===== config.mk =====
export PLATFORM = sky130hd
export DESIGN_NAME = master_port
export DESIGN_NICKNAME = d
export VERILOG_FILES = /design/src/rtl/master_port.sv
export SDC_FILE = /design/constraint.sdc
export NUM_CORES = 1
export LEC_CHECK = 0
export BUFFER_PORTS_ARGS = -buffer_cell sky130_fd_sc_hd__buf_2
export CAP_MARGIN = 20
export CORE_MARGIN = 1
export CORE_UTILIZATION = 61
export CTS_BUF_LIST = sky130_fd_sc_hd__clkbuf_16
export DETAILED_ROUTE_END_ITERATION = 6
export MAX_ROUTING_LAYER = met4
export PLACE_DENSITY = 0.85
export SYNTH_ARGS = -nofsm -noshare
export SYNTH_HDL_FRONTEND = slang
export SYNTH_SLANG_ARGS = --single-unit

===== constraint.sdc =====
create_clock -name clk -period 5.4 [get_ports clk]
set_input_delay 0.81 -clock clk [delete_from_list [all_inputs] [get_ports clk]]
set_output_delay 0.81 -clock clk [all_outputs]
set_load 0.02 [all_outputs]

===== src/rtl/master_port.sv =====
// Bus-master serial port: captures one local read/write request, runs the
// valid/ready handshake and shifts address/data to the block-RAM slave.
module master_port #(
   parameter int unsigned ADDR_WIDTH = 12,
   parameter int unsigned DATA_WIDTH = 8,
   parameter int unsigned TIMEOUT    = 255
) (
   input  logic                  clk,
   input  logic                  reset,
   input  logic                  req,
   input  logic                  req_write,
   input  logic [ADDR_WIDTH-1:0] req_address,
   input  logic [DATA_WIDTH-1:0] req_wdata,
   output logic                  busy,
   output logic                  done,
   output logic                  error,
   output logic [DATA_WIDTH-1:0] rdata,
   output logic                  read_en,
   output logic                  write_en,
   output logic                  master_valid,
   output logic                  master_ready,
   input  logic                  slave_ready,
   input  logic                  slave_valid,
   input  logic                  slave_rx_done,
   output logic                  tx_address,
   output logic                  tx_data,
   input  logic                  rx_data
);

   localparam int unsigned MAX_W = (ADDR_WIDTH > DATA_WIDTH) ? ADDR_WIDTH : DATA_WIDTH;
   localparam int unsigned CNT_W = $clog2(MAX_W);
   localparam int unsigned TMO_W = $clog2(TIMEOUT + 1);

   typedef enum logic [2:0] {
      S_IDLE, S_REQ, S_ADDR, S_WDATA, S_WACK, S_RDATA, S_DONE
   } state_e;

   state_e                state_q, state_d;
   logic [CNT_W-1:0]      bit_cnt_q, bit_cnt_d;
   logic [TMO_W-1:0]      tmo_q, tmo_d;
   logic                  wr_q, wr_d;
   logic [ADDR_WIDTH-1:0] addr_sh_q, addr_sh_d;
   logic [DATA_WIDTH-1:0] data_sh_q, data_sh_d;
   logic [DATA_WIDTH-1:0] rx_sh_q, rx_sh_d;
   logic [DATA_WIDTH-1:0] rdata_q, rdata_d;
   logic                  busy_q, busy_d;
   logic                  done_q, done_d;
   logic                  error_q, error_d;
   logic                  read_en_q, read_en_d;
   logic                  write_en_q, write_en_d;
   logic                  mvalid_q, mvalid_d;
   logic                  mready_q, mready_d;
   logic                  tx_addr_q, tx_addr_d;
   logic                  tx_data_q, tx_data_d;
   logic                  tmo_inc;

   // State, datapath and output registers
   always_ff @(posedge clk or negedge reset) begin
      if (!reset) begin
         state_q    <= S_IDLE;
         bit_cnt_q  <= '0;
         tmo_q      <= '0;
         wr_q       <= 1'b0;
         addr_sh_q  <= '0;
         data_sh_q  <= '0;
         rx_sh_q    <= '0;
         rdata_q    <= '0;
         busy_q     <= 1'b0;
         done_q     <= 1'b0;
         error_q    <= 1'b0;
         read_en_q  <= 1'b0;
         write_en_q <= 1'b0;
         mvalid_q   <= 1'b0;
         mready_q   <= 1'b0;
         tx_addr_q  <= 1'b0;
         tx_data_q  <= 1'b0;
      end else begin
         state_q    <= state_d;
         bit_cnt_q  <= bit_cnt_d;
         tmo_q      <= tmo_d;
         wr_q       <= wr_d;
         addr_sh_q  <= addr_sh_d;
         data_sh_q  <= data_sh_d;
         rx_sh_q    <= rx_sh_d;
         rdata_q    <= rdata_d;
         busy_q     <= busy_d;
         done_q     <= done_d;
         error_q    <= error_d;
         read_en_q  <= read_en_d;
         write_en_q <= write_en_d;
         mvalid_q   <= mvalid_d;
         mready_q   <= mready_d;
         tx_addr_q  <= tx_addr_d;
         tx_data_q  <= tx_data_d;
      end
   end

   // Next state; outputs are decoded from next state so they register in step
   always_comb begin
      state_d   = state_q;
      bit_cnt_d = bit_cnt_q;
      tmo_d     = tmo_q;
      wr_d      = wr_q;
      addr_sh_d = addr_sh_q;
      data_sh_d = data_sh_q;
      rx_sh_d   = rx_sh_q;
      rdata_d   = rdata_q;
      error_d   = 1'b0;
      tx_addr_d = 1'b0;
      tx_data_d = 1'b0;
      tmo_inc   = 1'b0;

      case (state_q)
         S_IDLE: begin
            if (req) begin
               wr_d      = req_write;
               addr_sh_d = req_address;
               data_sh_d = req_wdata;
               state_d   = S_REQ;
            end
         end
         S_REQ: begin
            if (slave_ready) begin
               state_d   = S_ADDR;
               bit_cnt_d = '0;
               tx_addr_d = addr_sh_q[0];
               addr_sh_d = addr_sh_q >> 1;
            end else begin
               tmo_inc = 1'b1;
            end
         end
         S_ADDR: begin
            if (bit_cnt_q == CNT_W'(ADDR_WIDTH - 1)) begin
               bit_cnt_d = '0;
               if (wr_q) begin
                  state_d   = S_WDATA;
                  tx_data_d = data_sh_q[0];
                  data_sh_d = data_sh_q >> 1;
               end else begin
                  state_d = S_RDATA;
               end
            end else begin
               bit_cnt_d = bit_cnt_q + CNT_W'(1);
               tx_addr_d = addr_sh_q[0];
               addr_sh_d = addr_sh_q >> 1;
            end
         end
         S_WDATA: begin
            if (bit_cnt_q == CNT_W'(DATA_WIDTH - 1)) begin
               bit_cnt_d = '0;
               state_d   = S_WACK;
            end else begin
               bit_cnt_d = bit_cnt_q + CNT_W'(1);
               tx_data_d = data_sh_q[0];
               data_sh_d = data_sh_q >> 1;
            end
         end
         S_WACK: begin
            if (slave_rx_done) state_d = S_DONE;
            else               tmo_inc = 1'b1;
         end
         S_RDATA: begin
            // LSB arrives first, so shifting in at the top lands it in bit 0
            if (slave_valid) begin
               rx_sh_d = {rx_data, rx_sh_q[DATA_WIDTH-1:1]};
               tmo_d   = '0;
               if (bit_cnt_q == CNT_W'(DATA_WIDTH - 1)) begin
                  bit_cnt_d = '0;
                  rdata_d   = rx_sh_d;
                  state_d   = S_DONE;
               end else begin
                  bit_cnt_d = bit_cnt_q + CNT_W'(1);
               end
            end else begin
               tmo_inc = 1'b1;
            end
         end
         S_DONE:  state_d = S_IDLE;
         default: state_d = S_IDLE;
      endcase

      if (tmo_inc) begin
         if (tmo_q == TMO_W'(TIMEOUT)) begin
            state_d = S_IDLE;
            error_d = 1'b1;
         end else begin
            tmo_d = tmo_q + TMO_W'(1);
         end
      end
      if (state_d != state_q) tmo_d = '0;

      busy_d     = (state_d != S_IDLE);
      done_d     = (state_d == S_DONE);
      read_en_d  = busy_d & ~wr_d;
      write_en_d = busy_d & wr_d;
      mvalid_d   = (state_d == S_REQ) || (state_d == S_ADDR) || (state_d == S_WDATA);
      mready_d   = (state_d == S_RDATA);
   end

   assign busy         = busy_q;
   assign done         = done_q;
   assign error        = error_q;
   assign rdata        = rdata_q;
   assign read_en      = read_en_q;
   assign write_en     = write_en_q;
   assign master_valid = mvalid_q;
   assign master_ready = mready_q;
   assign tx_address   = tx_addr_q;
   assign tx_data      = tx_data_q;

endmodule


==> metrics.yaml, run 1 <==
clock_latency_ns: 0.32
cts_buffers: 9
htreeDepth: 3
clockRootBuffer: "clkbuf_16"
synth_area_leaders: "dfrtp_1 51%, mux2_2 6.4%, mux2i_1 4.4%, a21oi_1 4.0%, nor2_1 4.0%"
ir_drop_uv: 356
die_x_um: 71.8
port_buffers: 44
grt-ovfl-total: 0
power_density_mw_per_mm2: 546
drc: 0
syn2layout_area_growth_pct: 19.1
nNetsFinal: 364
gp_congestion: 0.875
clk_pin_slew_ns: 0.05
ys_ff_latch: 60
antenna_left: 0
syn_nets: 318
die_area_mm2: 0.00515
cts_tree: "built"
antenna_found_initial: 0
hold_depth: 1
track_usage_pct: 26.1
initial_core_util_pct: 63.3
synth_top_cell_area_share_pct: 50.5
viasPerCell: 5.81
status: "complete, no violations"
critical_path_required_ns: 5.61
num_rows: 25
synth_cell_type_count: 50
io-pin-count: 45
rsz0062_at_grt: "no"
layout_min_cycle_time_ns: 2.67
die_h_um: 71.8
fin_ws_ns: 2.73
fin_tns_setup_ns: 0
diodes: 0
synth_edf_count: 0
crit_fanout: 24
drv_slew: 0
grt_pass1_wl_um: 9850
hold_viol: 0
clockBufferDepth: 2
cp.arrival_ns: 2.88
reg2reg_depth: 3
post_cts_buffers: 0
clock_sinks: 60
drt_iter0_markers: 194
fin_crit_sh_pct: 49.4
maxCapViolCount: 0
core_area_mm2: 0.00469
synthFlopType: "dfrtp_1"
fin_skew_ns: 0.00471
synth_largest_area_cell: "dfrtp_1"
avgSynthCellArea_um2: 10.3
hold_buffers: 0
fmax_mhz: 375
setup_viol: 0
relSlewSlack_pct: 50.4
leakage_nw: 1.69
netlist_area_mm2: 0.00297
async_flop_share_pct: 100
hold_path.class: "reg2reg"
yosysWarnings: 0
crit_path_start_kind: "flip-flop"
critPathKind: "reg2reg"
vias: 2284
tightestPinTransition_ns: 0.743
netlist_instances: 288
routedWlPerCell_um: 15.3
cts.repair.resized: 0
layout-drive-gt1-share_pct: 28.3
end_kind: "flip-flop"
drt_first_pass_iters: 4
pre_cts_slack_ns: 2.77
ys_seq_area_share_pct: 50.5
grt_max_degree: 61
dp_hpwl_um: 3890
routed_wl_um: 5990
grt_pass1_vias: 2269
## Yosys cell counts, types with 4 or more instances
cell type,number
nand3b_1,6
dfrtp_1,60
o21ai_0,13
mux2i_1,13
nand2b_1,4
nand2_1,25
nand3_1,6
nor2_1,32
buf_4,4
buf_2,5
a31oi_1,7
nor3_1,4
mux2_2,17
and3_1,5
and2_1,4
a21oi_2,7
a21oi_1,24
inv_1,8
nor2b_1,4
## worst max-delay path, stage by stage, from the launching register on
cell	delay (ns)
dfrtp_1	0.79
nand4b_1	0.64
nor2_1	0.72
mux2_2	0.41
## kinds of logic (layout without fill, tap and decap cells)
kind of cell	count (synthesis)	after routing	share of synthesized area, %
multiplexers	30	30	10.8
AND/OR/NAND/NOR	105	105	18.2
XOR/XNOR	1	1	0.295
flip-flops	60	60	50.5
AO/OA/AOI/OAI	70	70	15.8
buffers and inverters	20	71	3.50
adder cells (fa/ha/maj)	2	2	0.842
## layout by cell type, fill, tap and decap left out, types with 5 or more instances in the layout
master     instances
a21oi_1           24
a21oi_2            7
a31oi_1            7
and3_1             5
buf_2             44
clkbuf_16          9
dfrtp_1           60
inv_1              9
mux2_2            17
mux2i_1           13
nand2_1           25
nand3_1            6
nand3b_1           6
nor2_1            32
o21ai_0           13
## stage by stage
| stage | hold slack [ns] | utilization, % | std cells | area, um^2 | power, W |
|---|---|---|---|---|---|
| after detailed placement | 0.493 | 68.2 | 376 | 3200 | 0.00129 |
| after global placement | 0.486 | 68.2 | 376 | 3200 | 0.00126 |
| after floorplan | 0.462 | - | 288 | 2970 | 0.00117 |
| final | 0.501 | 75.4 | 393 | 3540 | 0.00193 |
| after CTS | 0.502 | 75.3 | 392 | 3530 | 0.00194 |
| after global routing | 0.518 | 75.4 | 393 | 3540 | 0.00206 |
## metal layers
metal	up-vias	global-route usage (%)	part of all wire (%)
li1	1120	-	-
met1	1108	29.7	43
met3	14	5.91	3.7
met2	42	42.2	51
met4	0	15.3	2.2
met5	-	-	0
## power breakdown
part | internal, W | switching, W
Combinational | 0.000259 | 0.000373
Clock | 0.000444 | 0.000186
Sequential | 0.000571 | 0.0000994
## layout make-up
cell class	count	area [um^2]
inverters	8	30.0
well taps	54	67.6
clock buffers	9	225
multi-input cells	208	1370
flip-flops and latches	60	1500
clock inverters	7	106
fillers	305	1150
repair buffers	47	243
## registers in the layout, summed over array words and instances, names as in the netlist, 3 cells and up
name / count
data_sh_q: 8
bit_cnt_q: 4
addr_sh_q: 12
tmo_q: 8
state_q: 3
rdata: 8
rx_sh_q: 7
## final timing paths
check | startpoint | endpoint | slack (ns)
setup / recovery | state_q[0] | rdata[2] | 2.73
hold / removal | rdata[0] | rdata[0] | 0.50
setup reg to reg | state_q[0] | rdata[2] | 2.73
hold reg to reg | rdata[0] | rdata[0] | 0.50
max in group asynchronous | reset | bit_cnt_q[2] | 4.27
min in group asynchronous | reset | bit_cnt_q[0] | 0.63
Power figures use the tool's default switching activity.
==> inputs of run 2 (changes only) <==
--- a/config.mk
+++ b/config.mk
@@ -8,11 +8,11 @@
 export BUFFER_PORTS_ARGS = -buffer_cell sky130_fd_sc_hd__buf_2
 export CAP_MARGIN = 20
 export CORE_MARGIN = 1
-export CORE_UTILIZATION = 61
+export CORE_UTILIZATION = 51
 export CTS_BUF_LIST = sky130_fd_sc_hd__clkbuf_16
 export DETAILED_ROUTE_END_ITERATION = 6
 export MAX_ROUTING_LAYER = met4
-export PLACE_DENSITY = 0.85
+export PLACE_DENSITY = 0.76
 export SYNTH_ARGS = -nofsm -noshare
 export SYNTH_HDL_FRONTEND = slang
 export SYNTH_SLANG_ARGS = --single-unit
==> constraint.sdc (replaced) <==
create_clock -name clk -period 2.3 [get_ports clk]
set_input_delay 0.345 -clock clk [delete_from_list [all_inputs] [get_ports clk]]
set_output_delay 0.345 -clock clk [all_outputs]
set_load 0.02 [all_outputs]
==> metrics.yaml, run 2 (same netlist as run 1, synthesis figures left out) <==
path_depth: 6  # +3
nNetsFinal: 372  # +2.2%
post_cts_buffers: 0  # unchanged
cpPeakStageDelay_ns: 0.49  # -0.30 ns
io-pin-count: 45  # unchanged
num_rows: 27  # +8.0%
tightestPinTransition_ns: 0.576  # -0.168 ns
crit_family: "compound AO/OA/AOI/OAI gates"
grt-ovfl-total: 0  # unchanged
fin_tns_setup_ns: 0  # unchanged
clk_pin_slew_ns: 0.05  # about the same
regMostFlops: "addr_sh_q"
clock_latency_ns: 0.32  # about the same
die_x_um: 78.3  # +9.1%
end_kind: "flip-flop"
port_buffers: 44  # unchanged
vias: 2293  # +0.39%
grt_pass1_wl_um: 10400  # +5.5%
grt_pass1_vias: 2251  # -0.79%
setup_viol: 0  # unchanged
maxCapViolCount: 0  # unchanged
startpoint: "state_q[2]"
final_cell_mix: "59 x dfrtp_1, 44 x buf_2, 32 x nor2_1"
ir_drop_uv: 609  # +71%
layout-drive-gt1-share_pct: 30.3  # +2.0 points
clockBufferDepth: 2  # unchanged
leakage_nw: 1.69  # about the same
dp_hpwl_um: 4150  # +6.8%
htreeDepth: 3  # unchanged
antenna_left: 0  # unchanged
fin_area_mm2: 0.00356  # +0.64%
critical_path_required_ns: 2.51  # -3.10 ns
viasPerCell: 5.49  # -5.6%
antenna_found_initial: 0  # unchanged
slowest_stage: "dfrtp_1"
relSlewSlack_pct: 61.6  # +11 points
rsz0062_at_grt: "no"
critPathBufInv: 1  # +1
drv_slew: 0  # unchanged
hold_viol: 0  # unchanged
crit_fanout: 9  # -63%
gp_congestion: 0.862  # -1.4%
clockRootBuffer: "clkbuf_16"
cts_tree: "built"
grt_max_degree: 38  # -38%
placed_area_mm2: 0.00330  # +3.2%
layout_min_cycle_time_ns: 2.10  # -0.574 ns
hold_path.class: "in2async"
routedWlPerCell_um: 14.7  # -3.7%
critPathKind: "reg2reg"
syn2layout_area_growth_pct: 19.9
fin_crit_sh_pct: 91.1  # +42 points
diodes: 0  # unchanged
track_usage_pct: 22.9  # -3.1 points
cts_buffers: 9  # unchanged
power_density_mw_per_mm2: 1200  # +120%
fmax_mhz: 477  # +27%
reg2reg_depth: 6  # +3
fin_skew_ns: 0.00479  # +0.0000844 ns
die_area_mm2: 0.00613  # +19%
status: "complete, no violations"
cp.arrival_ns: 2.31  # -0.57 ns
rr_startpoint: "state_q[2]"
nFillCells: 464  # +52%
initial_core_util_pct: 53.3  # -10 points
final_common_cell: "dfrtp_1"
core_area_mm2: 0.00557  # +19%
die_h_um: 78.3  # +9.1%
routed_wl_um: 6140  # +2.4%
drt_iter0_markers: 194  # unchanged
largest_reg_flops: 12  # unchanged
crit_path_start_kind: "flip-flop"
drt_first_pass_iters: 4  # unchanged
drc: 0  # unchanged
clock_sinks: 60  # unchanged
path_cells: "inv_1 -> nor2_1 -> a22oi_1 -> o21ai_1 -> o21ai_0 -> a22o_1"
## run 2: cell count changes in the layout (fill, tap and decap cells not counted)
cell and change:
dfrtp_2 +1, clkinv_2 +1, inv_1 -1, buf_4 +7
clkinvlp_4 +2, buf_12 +1, dfrtp_1 -1, bufinv_16 -3
## run 2: layer usage
| metal | GRT usage, % | wire length [um] | share of wire (%) |
|---|---|---|---|
| met1 | 27.9 | 2840 | 46 |
| met2 | 36.2 | 2950 | 48 |
| met3 | 5.47 | 190 | 3.1 |
| met4 | 10.7 | 154 | 2.5 |
| met5 | - | 0 | 0 |
## run 2: area by class of cell
type	count	area, um^2	area share, %
flip-flops and latches	60	1500	42.2
clock inverters	6	32.5	0.914
inverters	8	30.0	0.843
repair buffers	55	315	8.85
clock buffers	9	225	6.32
well taps	72	90.1	2.53
multi-input cells	208	1370	38.3
## run 2: final timing paths
check | endpoint | slack [ns]
max reg2reg | bit_cnt_q[2] | 0.20
min reg2reg | rdata[3] | 0.50
max | bit_cnt_q[2] | 0.20
min in group clk | addr_sh_q[11] | 0.26
max in group asynchronous | state_q[1] | 1.69
min | data_sh_q[7] | 0.01
## run 2: report_power, final
part           leakage (nW)  total [W]  internal, W  switching, W
combinational         0.815    0.00157     0.000659      0.000911
clock                 0.122    0.00117     0.000709      0.000462
sequential            0.757    0.00154      0.00134      0.000197
total                  1.69    0.00428      0.00271       0.00157
## run 2: what timing repair did
action / in CTS / in global routing
setup endpoints to repair: 0 / 2
gates resized for setup: 0 / 1
hold buffers: 0 / 0
## run 2: metrics by stage
stage | cells | hold slack [ns] | util [%] | power [W] | setup slack, ns
after CTS | 418 | 0.0240 | 63.9 | 0.00430 | 0.182
after detailed placement | 403 | 0.370 | 59.2 | 0.00310 | 0.169
after global routing | 418 | 0.0507 | 63.9 | 0.00457 | 0.0677
after floorplan | 288 | 0.0494 | - | 0.00274 | 0.472
final | 418 | 0.0149 | 63.9 | 0.00428 | 0.204
after global placement | 403 | 0.362 | 59.2 | 0.00305 | 0.287
==> inputs of run 3 (changes only) <==
--- a/config.mk
+++ b/config.mk
@@ -7,9 +7,9 @@
 export LEC_CHECK = 0
 export BUFFER_PORTS_ARGS = -buffer_cell sky130_fd_sc_hd__buf_2
 export CAP_MARGIN = 20
+export CORE_ASPECT_RATIO = 2
 export CORE_MARGIN = 1
 export CORE_UTILIZATION = 51
-export CTS_BUF_LIST = sky130_fd_sc_hd__clkbuf_16
 export DETAILED_ROUTE_END_ITERATION = 6
 export MAX_ROUTING_LAYER = met4
 export PLACE_DENSITY = 0.76
==> metrics.yaml, run 3 (same netlist as run 1, synthesis figures left out) <==
relSlewSlack_pct: 61.9  # +0.26 points
cpPeakStageDelay_ns: 0.54  # +0.05 ns
slowest_stage: "dfrtp_1"
crit_family: "compound AO/OA/AOI/OAI gates"
dp_hpwl_um: 4710  # +13%
track_usage_pct: 24.0  # +1.1 points
nFillCells: 479  # +3.2%
hold_path.class: "in2async"
holdWs_ns: 0.0125  # -0.00242 ns
clock_latency_ns: 0.33  # about the same
rsz0062_at_grt: "no"
regMostFlops: "addr_sh_q"
fin_ws_ns: 0.246  # +0.0420 ns
die_x_um: 56.0  # -29%
drc: 0  # unchanged
vias: 2371  # +3.4%
power_w: 0.00446  # +4.1%
die_h_um: 110  # +40%
status: "complete, no violations"
diodes: 0  # unchanged
nNetsFinal: 379  # +1.9%
grt-ovfl-total: 0  # unchanged
clockBufferDepth: 2  # unchanged
rr_startpoint: "state_q[0]"
clk_pin_slew_ns: 0.05  # about the same
layout-drive-gt1-share_pct: 31.7  # +1.4 points
routedWlPerCell_um: 15.3  # +4.2%
crit_fanout: 12  # +3
antenna_left: 0  # unchanged
crit_path_start_kind: "flip-flop"
grt_max_degree: 38  # unchanged
antenna_found_initial: 0  # unchanged
initial_core_util_pct: 52.5  # -0.81 points
layout_min_cycle_time_ns: 2.05  # -0.0420 ns
setup_viol: 0  # unchanged
routed_wl_um: 6330  # +3.2%
viasPerCell: 5.73  # +4.4%
pre_cts_slack_ns: 0.278  # +0.109 ns
core_area_mm2: 0.00566  # +1.5%
clock_sinks: 60  # unchanged
clockRootBuffer: "clkbuf_16"
power_density_mw_per_mm2: 1230  # +2.0%
drt_iter0_markers: 85  # -56%
syn2layout_area_growth_pct: 22.3
num_rows: 39  # +44%
fmax_mhz: 487  # +2.0%
cts_tree: "built"
reg2reg_depth: 7  # +1
cts_buffers: 9  # unchanged
fin_crit_sh_pct: 89.3  # -1.8 points
cts.repair.resized: 0  # unchanged
tightestPinTransition_ns: 0.572  # -0.00386 ns
gp_congestion: 0.904  # +4.9%
path_cells: "buf_4 -> a21oi_1 -> a211o_1 -> o22ai_1 -> nand3_1 -> o22a_4 -> a21oi_2"
maxCapViolCount: 0  # unchanged
fin_tns_setup_ns: 0  # unchanged
end_kind: "flip-flop"
final_common_cell: "dfrtp_1"
leakage_nw: 1.74  # +2.9%
startpoint: "state_q[0]"
grt_pass1_wl_um: 10900  # +4.6%
grt_pass1_vias: 2421  # +7.6%
ir_drop_uv: 1040  # +72%
critPathKind: "reg2reg"
reg2reg_slack_ns: 0.25  # +0.04 ns
port_buffers: 44  # unchanged
die_area_mm2: 0.00615  # +0.31%
htreeDepth: 3  # unchanged
drv_slew: 0  # unchanged
critPathBufInv: 1  # unchanged
cp.arrival_ns: 2.31  # about the same
r2r-end: "tmo_q[2]"
io-pin-count: 45  # unchanged
post_cts_buffers: 0  # unchanged
final_cell_mix: "60 x dfrtp_1, 44 x buf_2, 32 x nor2_1"
utilization_pct: 64.2  # +0.31 points
critical_path_required_ns: 2.56  # +0.05 ns
largest_reg_flops: 12  # unchanged
fin_skew_ns: 0.00323  # -0.00156 ns
drt_first_pass_iters: 4  # unchanged
hold_viol: 0  # unchanged
hold_buffers: 0  # unchanged
-- run 3: cell types whose count changed in the layout (fill, tap and decap cells not counted), sizes merged --
| cell | previous run | this run |
|---|---|---|
| clkbuf | 9 | 11 |
| bufinv | 0 | 1 |
| clkinv | 4 | 1 |
| buf | 55 | 62 |
-- run 3: final cells by class --
class / instances / area, um^2 / share of cell area [%]
Clock inverter: 4 / 50.0 / 1.38
Timing Repair Buffer: 62 / 368 / 10.1
Clock buffer: 11 / 243 / 6.68
Multi-Input combinational cell: 208 / 1370 / 37.6
Tap cell: 61 / 76.3 / 2.10
Sequential cell: 60 / 1500 / 41.3
Inverter: 8 / 30.0 / 0.826
-- run 3: metal layers --
| metal | share of wire, % | vias up | wire (um) | track usage (%) |
|---|---|---|---|---|
| li1 | - | 1153 | - | - |
| met1 | 37 | 1144 | 2320 | 23.4 |
| met2 | 56 | 57 | 3550 | 43.0 |
| met3 | 3.9 | 17 | 249 | 6.71 |
| met4 | 3.4 | 0 | 216 | 12.2 |
| met5 | 0 | - | 0 | - |
-- run 3: how the worst max path moves through the flow --
| stage | end | cells past startpoint |
|---|---|---|
| global route | tmo_q[5] | 7 |
| CTS | data_sh_q[1] | 8 |
| finish | tmo_q[2] | 7 |
| detailed placement | tmo_q[2] | 6 |
| global placement | tmo_q[0] | 6 |
| floorplan | tmo_q[0] | 6 |
-- run 3: power breakdown --
part | internal [W] | switching (W) | leakage [nW]
combinational | 0.000695 | 0.000925 | 0.848
sequential | 0.00134 | 0.000195 | 0.758
clock | 0.000857 | 0.000444 | 0.138
-- run 3: stage by stage --
step | cell area (um^2) | std cells
2_1_floorplan | 2970 | 288
3_5_place_dp | 3340 | 399
5_1_grt | 3630 | 414
4_1_cts | 3630 | 414
6_report | 3630 | 414
3_3_place_gp | 3340 | 399
